[src/rtl/tl_cntr_multi_if.sv]
// Sensor inputs and lamp/state outputs of the multi-approach traffic-light controller.
interface tl_cntr_multi_if #(
  parameter int unsigned NUM_DIR = 2
);
  localparam int unsigned DW = (NUM_DIR > 1) ? $clog2(NUM_DIR) : 1;

  logic [NUM_DIR-1:0]   T;
  logic [NUM_DIR-1:0]   TL;
  logic [2*NUM_DIR-1:0] L;
  logic [2*NUM_DIR-1:0] LL;
  logic [DW-1:0]        dir;
  logic [1:0]           phase;

  modport master (
    output T, TL,
    input  L, LL, dir, phase
  );

  modport slave (
    input  T, TL,
    output L, LL, dir, phase
  );
endinterface

[src/rtl/tl_cntr_multi.sv]
// Round-robin traffic-light controller, NUM_DIR approaches, straight + protected left phases.
// Define TL_MAX_GREEN_EN to force green exits after MAX_GREEN cycles.
module tl_cntr_multi #(
  parameter int unsigned NUM_DIR       = 2,
  parameter int unsigned MIN_GREEN     = 3,
  parameter int unsigned YELLOW_CYCLES = 2,
  parameter int unsigned MAX_GREEN     = 8
) (
  input logic             clk,
  input logic             reset,
  tl_cntr_multi_if.slave  bus
);

  localparam int unsigned DW      = (NUM_DIR > 1) ? $clog2(NUM_DIR) : 1;
  localparam int unsigned MAX_A   = (MIN_GREEN > YELLOW_CYCLES) ? MIN_GREEN : YELLOW_CYCLES;
  localparam int unsigned MAX_B   = (MAX_A > MAX_GREEN) ? MAX_A : MAX_GREEN;
  localparam int unsigned CNT_TOP = MAX_B - 1;
  localparam int unsigned CW      = (CNT_TOP > 0) ? $clog2(CNT_TOP + 1) : 1;
  localparam int unsigned LW      = 2 * NUM_DIR;

  typedef enum logic [1:0] {
    StGrn  = 2'b00,
    StYel  = 2'b01,
    StLgrn = 2'b10,
    StLyel = 2'b11
  } phase_e;

  logic [DW-1:0] dir_q, dir_d;
  phase_e        phase_q, phase_d;
  logic [CW-1:0] cnt_q;
  logic [LW-1:0] l_q, l_d, ll_q, ll_d;
  logic          leave, green_done, yel_done, max_hit;

  assign green_done = (cnt_q >= CW'(MIN_GREEN - 1));
  assign yel_done   = (cnt_q == CW'(YELLOW_CYCLES - 1));

`ifdef TL_MAX_GREEN_EN
  assign max_hit = (cnt_q == CW'(MAX_GREEN - 1));
`else
  assign max_hit = 1'b0;
`endif

  always_comb begin
    leave   = 1'b0;
    dir_d   = dir_q;
    phase_d = phase_q;
    unique case (phase_q)
      StGrn: begin
        leave = (green_done && !bus.T[dir_q]) || max_hit;
        if (leave) phase_d = StYel;
      end
      StYel: begin
        leave = yel_done;
        if (leave) phase_d = StLgrn;
      end
      StLgrn: begin
        leave = (green_done && !bus.TL[dir_q]) || max_hit;
        if (leave) phase_d = StLyel;
      end
      StLyel: begin
        leave = yel_done;
        if (leave) begin
          phase_d = StGrn;
          // Explicit wrap so non-power-of-2 NUM_DIR never reaches an unused code.
          dir_d   = (dir_q == DW'(NUM_DIR - 1)) ? '0 : dir_q + 1'b1;
        end
      end
      default: ;
    endcase
  end

  // Lamps are decoded from the next state and registered alongside it.
  always_comb begin
    l_d  = '0;
    ll_d = '0;
    unique case (phase_d)
      StGrn:   l_d[{dir_d, 1'b0} +: 2]  = 2'b01;
      StYel:   l_d[{dir_d, 1'b0} +: 2]  = 2'b10;
      StLgrn:  ll_d[{dir_d, 1'b0} +: 2] = 2'b01;
      StLyel:  ll_d[{dir_d, 1'b0} +: 2] = 2'b10;
      default: ;
    endcase
  end

  always_ff @(posedge clk) begin
    if (reset) begin
      dir_q   <= '0;
      phase_q <= StGrn;
      cnt_q   <= '0;
      l_q     <= LW'(2'b01);
      ll_q    <= '0;
    end else begin
      dir_q   <= dir_d;
      phase_q <= phase_d;
      l_q     <= l_d;
      ll_q    <= ll_d;
      if (leave) begin
        cnt_q <= '0;
      end else if (cnt_q != CW'(CNT_TOP)) begin
        cnt_q <= cnt_q + 1'b1;
      end
    end
  end

  assign bus.dir   = dir_q;
  assign bus.phase = phase_q;
  assign bus.L     = l_q;
  assign bus.LL    = ll_q;

endmodule

[src/flat_wrapper.sv]
// flat-port wrapper written by rule: the top's interface ports become plain ports
module tl_cntr_multi_flat 
#(
  parameter int unsigned NUM_DIR       = 2,
  parameter int unsigned MIN_GREEN     = 3,
  parameter int unsigned YELLOW_CYCLES = 2,
  parameter int unsigned MAX_GREEN     = 8
)
  (clk, reset, bus_T, bus_TL, bus_L, bus_LL, bus_dir, bus_phase);
  tl_cntr_multi_if #(.NUM_DIR(NUM_DIR)) bus_i ();
  input logic clk;
  input logic reset;
  input wire logic [$bits(bus_i.T)-1:0] bus_T;
  input wire logic [$bits(bus_i.TL)-1:0] bus_TL;
  output wire logic [$bits(bus_i.L)-1:0] bus_L;
  output wire logic [$bits(bus_i.LL)-1:0] bus_LL;
  output wire logic [$bits(bus_i.dir)-1:0] bus_dir;
  output wire logic [$bits(bus_i.phase)-1:0] bus_phase;
  assign bus_i.T = bus_T;
  assign bus_i.TL = bus_TL;
  assign bus_L = bus_i.L;
  assign bus_LL = bus_i.LL;
  assign bus_dir = bus_i.dir;
  assign bus_phase = bus_i.phase;
  tl_cntr_multi #(.NUM_DIR(NUM_DIR), .MIN_GREEN(MIN_GREEN), .YELLOW_CYCLES(YELLOW_CYCLES), .MAX_GREEN(MAX_GREEN)) u_core (.clk(clk), .reset(reset), .bus(bus_i));
endmodule
[config.mk]
export PLATFORM = sky130hd
export DESIGN_NAME = tl_cntr_multi_flat
export DESIGN_NICKNAME = d
export VERILOG_FILES = /design/src/rtl/tl_cntr_multi_if.sv /design/src/rtl/tl_cntr_multi.sv /design/src/flat_wrapper.sv
export SDC_FILE = /design/constraint.sdc
export NUM_CORES = 1
export LEC_CHECK = 0
export BUFFER_PORTS_ARGS = -buffer_cell sky130_fd_sc_hd__buf_2
export CAP_MARGIN = 20
export CORE_AREA = 2 2 39 41
export CTS_BUF_LIST = sky130_fd_sc_hd__clkbuf_8
export CTS_CLUSTER_SIZE = 10
export DETAILED_ROUTE_END_ITERATION = 8
export DIE_AREA = 0 0 41 43
export PLACE_DENSITY = 0.75
export RECOVER_POWER = 25
export SYNTH_ARGS = -nofsm -noshare
export SYNTH_HDL_FRONTEND = slang
export SYNTH_SLANG_ARGS = --single-unit
export TNS_END_PERCENT = 5
[constraint.sdc]
create_clock -name clk -period 2.77 [get_ports clk]
set_input_delay 0.277 -clock clk [delete_from_list [all_inputs] [get_ports clk]]
set_output_delay 0.277 -clock clk [all_outputs]
set_load 0.02 [all_outputs]
# Word-level counts from Yosys, hierarchy flattened
# Index checks and enable logic that the tools add are counted.
[totals]
ff_bits = 14
latch_bits = 0
ram_bits = 0
mem_bits_ro = 0
input_bits = 6
output_inout_bits = 11
wordCells = 46
mem_count = 0
[op_classes]
add_sub_neg = 3
n_mul = 0
div = 0
magnitude_cmp = 2
n_eq_ne = 8
shift = 3
n_mux = 15
n_bitwise = 2
reduce_logical = 8
[op_table]
columns = ["op", "count"]
rows = [
  ["one-hot mux 4 bit (2 select lines)", 2],
  ["AND 4 bit", 2],
  ["equality test 2 bit (second input constant)", 4],
  ["2-to-1 mux 2 bit", 4],
  ["one-hot mux 2 bit (4 select lines)", 1],
  ["indexed part select 2 x 4 -> 4 bit (first input constant)", 2],
  ["2-to-1 mux 1 bit", 7],
  ["equality test 2 x 1 -> 1 bit (second input constant)", 2],
  ["logical NOT 2 bit", 2],
  ["negator 2 -> 4 bit", 1],
  ["OR reduction 2 bit", 2],
  ["variable shift 2 x 4 -> 4 bit (first input constant)", 1],
  ["adder 3 x 1 -> 3 bit (second input constant)", 1],
  ["equality test 3 x 1 -> 1 bit (second input constant)", 1],
  ["greater-or-equal comparator 3 x 2 -> 1 bit (second input constant)", 1],
  ["!= test 3 bit (second input constant)", 1],
  ["one-hot mux 1 bit (3 select lines)", 1],
  ["logical AND 1 bit", 2],
  ["logical NOT 1 bit", 2],
  ["< comparator 1 x 2 -> 1 bit (second input constant)", 1],
  ["adder 1 bit (second input constant)", 1],
]

# Depth between registers and ports, before layout
[depth]
word_depth = 8
ltp_mapped = 6
ltp_nobuf = 6

# Worst setup path before layout
# No wires, ideal clock.
[synth_path]
path_type = "reg-to-reg"
from = "register u_core.dir_q (netlist: u_core.bus.dir)"
to = "register u_core.l_q[0] (netlist: u_core.bus.L[0])"
setup_ns = 0.119
t_arrival_ns = 1.495
t_required_ns = 2.651
slack_ns = 1.156
path_stages_with_launch = 6
path_buffers = 1
period_less_slack_ns = 1.614
path_cell_list = "dfxtp_1 > buf_6 > mux4_2 > nor3_4 > or2_4 > o21bai_1"
[synth_between]
elab_chain_cells = 8
elab_cells_between_ends = 24
classes_between = "add/sub (2); eq/ne (1); shift (3); mux (11); bitwise (2); reduce/logical (5)"
[synth_lines]
columns = ["item", "line", "rtl"]
rows = [
  ["start: declaration", "tl_cntr_multi.sv:28", "logic [DW-1:0] dir_q, dir_d;"],
  ["start signal: assignment", "tl_cntr_multi.sv:93", "dir_q <= dir_d;"],
  ["adder 1 bit (tied with other cells)", "tl_cntr_multi.sv:65", "dir_d = (dir_q == DW'(NUM_DIR - 1)) ? '0 : dir_q + 1'b1;"],
  ["2-to-1 mux 1 bit (on tied branches)", "tl_cntr_multi.sv:65, tl_cntr_multi.sv:49, tl_cntr_multi.sv:57", ""],
  ["2-to-1 mux 1 bit (tied with other cells)", "tl_cntr_multi.sv:62", "if (leave) begin"],
  ["2-to-1 mux 1 bit (tied with other cells)", "tl_cntr_multi.sv:47", "unique case (phase_q)"],
  ["negator 2 -> 4 bit (tied with other cells)", "tl_cntr_multi.sv:77, tl_cntr_multi.sv:78", ""],
  ["indexed part select 2 x 4 -> 4 bit (tied with other cells)", "tl_cntr_multi.sv:78", "StYel: l_d[{dir_d, 1'b0} +: 2] = 2'b10;"],
  ["AND 4 bit (no source line) (tied with other cells)", "n/a", ""],
  ["one-hot mux 4 bit (2 select lines) *", "tl_cntr_multi.sv:76", "unique case (phase_d)"],
  ["end signal: assignment", "tl_cntr_multi.sv:90", "l_q <= LW'(2'b01);"],
  ["end signal: assignment", "tl_cntr_multi.sv:95", "l_q <= l_d;"],
  ["end: declaration", "tl_cntr_multi.sv:31", "logic [LW-1:0] l_q, l_d, ll_q, ll_d;"],
]
# Every way passes the cells marked *; elsewhere a longest branch is shown, timed or not. The select of a mux whose other input is x is not followed.
# A chain may end at the register's enable or synchronous reset.

# Final worst setup path
# Same ends and word-level chain as after synthesis.

==> impl_metrics.csv <==
group,metric,value,unit
clock_network,cts_max_level,1,
floorplanning,io_pins,17,
clock_network,clockBufferDepth,2,
clock_network,hold_buffers,0,
layout,drive_above_1_share,0.291,
layout,n_antenna_cell,0,
critical_path,reg2reg_depth,4,
sta,rsz0062_at_grt,"no",
critical_path,critPathCaptureType,"flop",
place,gp_congestion,0.695,
global_routing,grt_usage,0.146,
hold_path,holdPathStages,2,
logic_synthesis,synth_xor_area_frac,0.0410,
sta,finalClockSkew,0.00364,ns
layout,fill_cells,127,
logic_synthesis,synth_cell_types,28,
logic_synthesis,synth-compound-area-share,0.0645,
layout,final_common_cell,"dfxtp_1",
global_routing,antenna_found_initial,0,
outcome,run_status,"finished clean",
sta,hold_violations,0,
floorplanning,die_x,41,um
floorplanning,die_y,43,um
sta,fin_crit_sh,0.589,
clock_network,cts_root_buf,"clkbuf_8",
drt,vias_per_cell,4.93,
critical_path,startpoint_type,"flop",
drt,num_vias,468,
drt,drc,0,
sta,drv_slew,0,
drt,final_antenna_net_count,0,
layout,stdcell_count,95,
clock_network,postCtsSetupBuffers,0,
logic_synthesis,synth-simple-area-share,0.281,
logic_synthesis,synth_fa_ha_area_frac,0.0781,
hold_path,hold_path.class,"input port to flop",
power_and_ir_drop,powerDensity,859,nW/um^2
logic_synthesis,synth_fp_nets,72,
drt,dr.pass1.iters,3,
logic_synthesis,synthMuxAreaShare,0.0508,
logic_synthesis,synth.avg_cell_area,10.3,um^2
power_and_ir_drop,p_leak,0.000338,uW
global_routing,grt_max_degree,11,
logic_synthesis,netlist_area,641,um^2
critical_path,path_max_fanout,10,
run,maxCapViolCount,0,
clock_network,clk_pin_slew_worst_paths,0.05,ns
power_and_ir_drop,ir_worst_vdd,0.420,mV
global_routing,grt_pass1_wl,1.70,mm
layout,final_cell_mix,"dfxtp_1 (14), nor2_1 (11), buf_2 (10)",
floorplanning,die_area,1760,um^2
global_routing,grt_pass1_vias,410,
sta,setup-tns-final,0,ns
place,place_inst,92,
clock_network,cts_made_buffers,3,
layout,syn2layout_area_growth,18.6,%
critical_path,crit_type,"flop to flop",
floorplanning,start_util,0.463,
logic_synthesis,synth_top_family_by_area,"simple AND/OR/NAND/NOR gates",
sta,tightest_slew,0.395,ns
floorplanning,rows,14,
sta,max_freq,612,MHz
sta,setup_violations,0,
floorplanning,coreArea,1380,um^2
clock_network,tritoncts,"built",
drt,wirelength,1.04,mm
logic_synthesis,yosysWarnings,0,
place,portBuffers,16,
critical_path,crit_required,2.90,ns
clock_network,cts_num_sinks,14,
logic_synthesis,ys_ff_latch,14,
sta,slew-limit-headroom,0.730,
global_routing,grt_overflow_total,0,
layout,num-nets-final,91,
clock_network,insertion_delay,0.24,ns
critical_path,worst_ep_arrival_time,1.76,ns
logic_synthesis,ys_seq_area_frac,0.437,
logic_synthesis,netlist_instances,62,
drt,initialDrtViolationCount,1,
clock_network,cts.repair.resized,0,
sta,finalCriticalPeriod,1.63,ns
drt,post_drt_wl_per_cell,11.0,um
-- path summary, 6_finish.rpt --
kind | slack, ns | end | from
max | 1.14 | u_core.bus.L[0] | u_core.bus.dir
min reg2reg | 0.58 | u_core.cnt_q[0] | u_core.cnt_q[0]
min | 0.33 | u_core.bus.LL[0] | reset
max reg2reg | 1.14 | u_core.bus.L[0] | u_core.bus.dir
-- cell families (layout without fill, tap and decap cells) --
logic type / count (synthesis) / in the layout
AO/OA/AOI/OAI: 6 / 6
XOR/XNOR: 3 / 3
adder cells (fa/ha/maj): 4 / 4
buffers and inverters: 6 / 23
flip-flops: 14 / 14
multiplexers: 2 / 2
AND/OR/NAND/NOR: 27 / 27
-- critical path: stages, from the launching register on --
cell	delay, ns
dfxtp_1	0.53
mux4_2	0.58
nor3_4	0.17
or2_4	0.17
o21bai_1	0.07
-- per-layer routing --
| layer | part of all wire | vias to the layer above | global-route usage | routed length (um) |
|---|---|---|---|---|
| li1 | - | 246 | - | - |
| met1 | 0.44 | 211 | 0.170 | 457 |
| met2 | 0.51 | 9 | 0.216 | 528 |
| met3 | 0.042 | 2 | 0.0471 | 44 |
| met4 | 0.011 | 0 | 0.100 | 11 |
| met5 | 0 | - | 0 | 0 |
-- flip-flops by register name (all words and copies together) (netlist names) --
register and cells:
u_core.bus.L 4, u_core.bus.LL 4, u_core.bus.dir 1, u_core.bus.phase 2
u_core.cnt_q 3
-- through the flow --
step,worst slack (ns),cell area (um^2),hold slack (ns),util,power (uW)
2_1_floorplan,1.16,641,0.533,-,451
3_3_place_gp,1.19,726,0.565,0.524,497
3_5_place_dp,1.14,726,0.575,0.524,504
4_1_cts,1.13,767,0.330,0.554,664
5_1_grt,1.03,759,0.338,0.549,708
6_report,1.14,759,0.334,0.549,653
-- final cells by class --
class	instances	area (um^2)	share of cell area
multi-input cells	42	330	0.435
flip-flops and latches	14	280	0.369
repair buffers	16	72.6	0.0956
clock buffers	3	41.3	0.0544
well taps	16	20.0	0.0264
inverters	4	15.0	0.0198
-- power by group --
| group | total, uW | internal (uW) | switching, uW |
|---|---|---|---|
| registers | 274 | 238 | 36.3 |
| logic | 219 | 93.3 | 126 |
| clock network | 160 | 95.8 | 63.7 |
-- synth_stat cells --
| library cell | instances | area, um^2 |
|---|---|---|
| a21boi_1 | 1 | 7.51 |
| o21ai_1 | 1 | 5.00 |
| clkbuf_1 | 1 | 3.75 |
| mux2i_1 | 1 | 10.0 |
| and3_2 | 1 | 7.51 |
| nor3_1 | 2 | 10.0 |
| and3b_2 | 1 | 10.0 |
| nor2_1 | 11 | 41.3 |
| or3_4 | 1 | 11.3 |
| xnor2_1 | 1 | 8.76 |
| nor3_2 | 2 | 20.0 |
| ha_1 | 4 | 50.1 |
| nor3_4 | 1 | 16.3 |
| o21bai_1 | 2 | 15.0 |
| or2_4 | 1 | 8.76 |
| nand4b_1 | 1 | 8.76 |
| xor2_1 | 2 | 17.5 |
| a2111oi_0 | 1 | 8.76 |
| buf_6 | 1 | 11.3 |
| inv_1 | 4 | 15.0 |
| or2_1 | 1 | 6.26 |
| nor4_2 | 1 | 12.5 |
| dfxtp_1 | 14 | 280 |
| a21oi_1 | 1 | 5.00 |
| nor3b_1 | 2 | 15.0 |
| nor2b_1 | 1 | 6.26 |
| nor2_2 | 1 | 6.26 |
| mux4_2 | 1 | 22.5 |
Power figures use the tool's default switching activity.
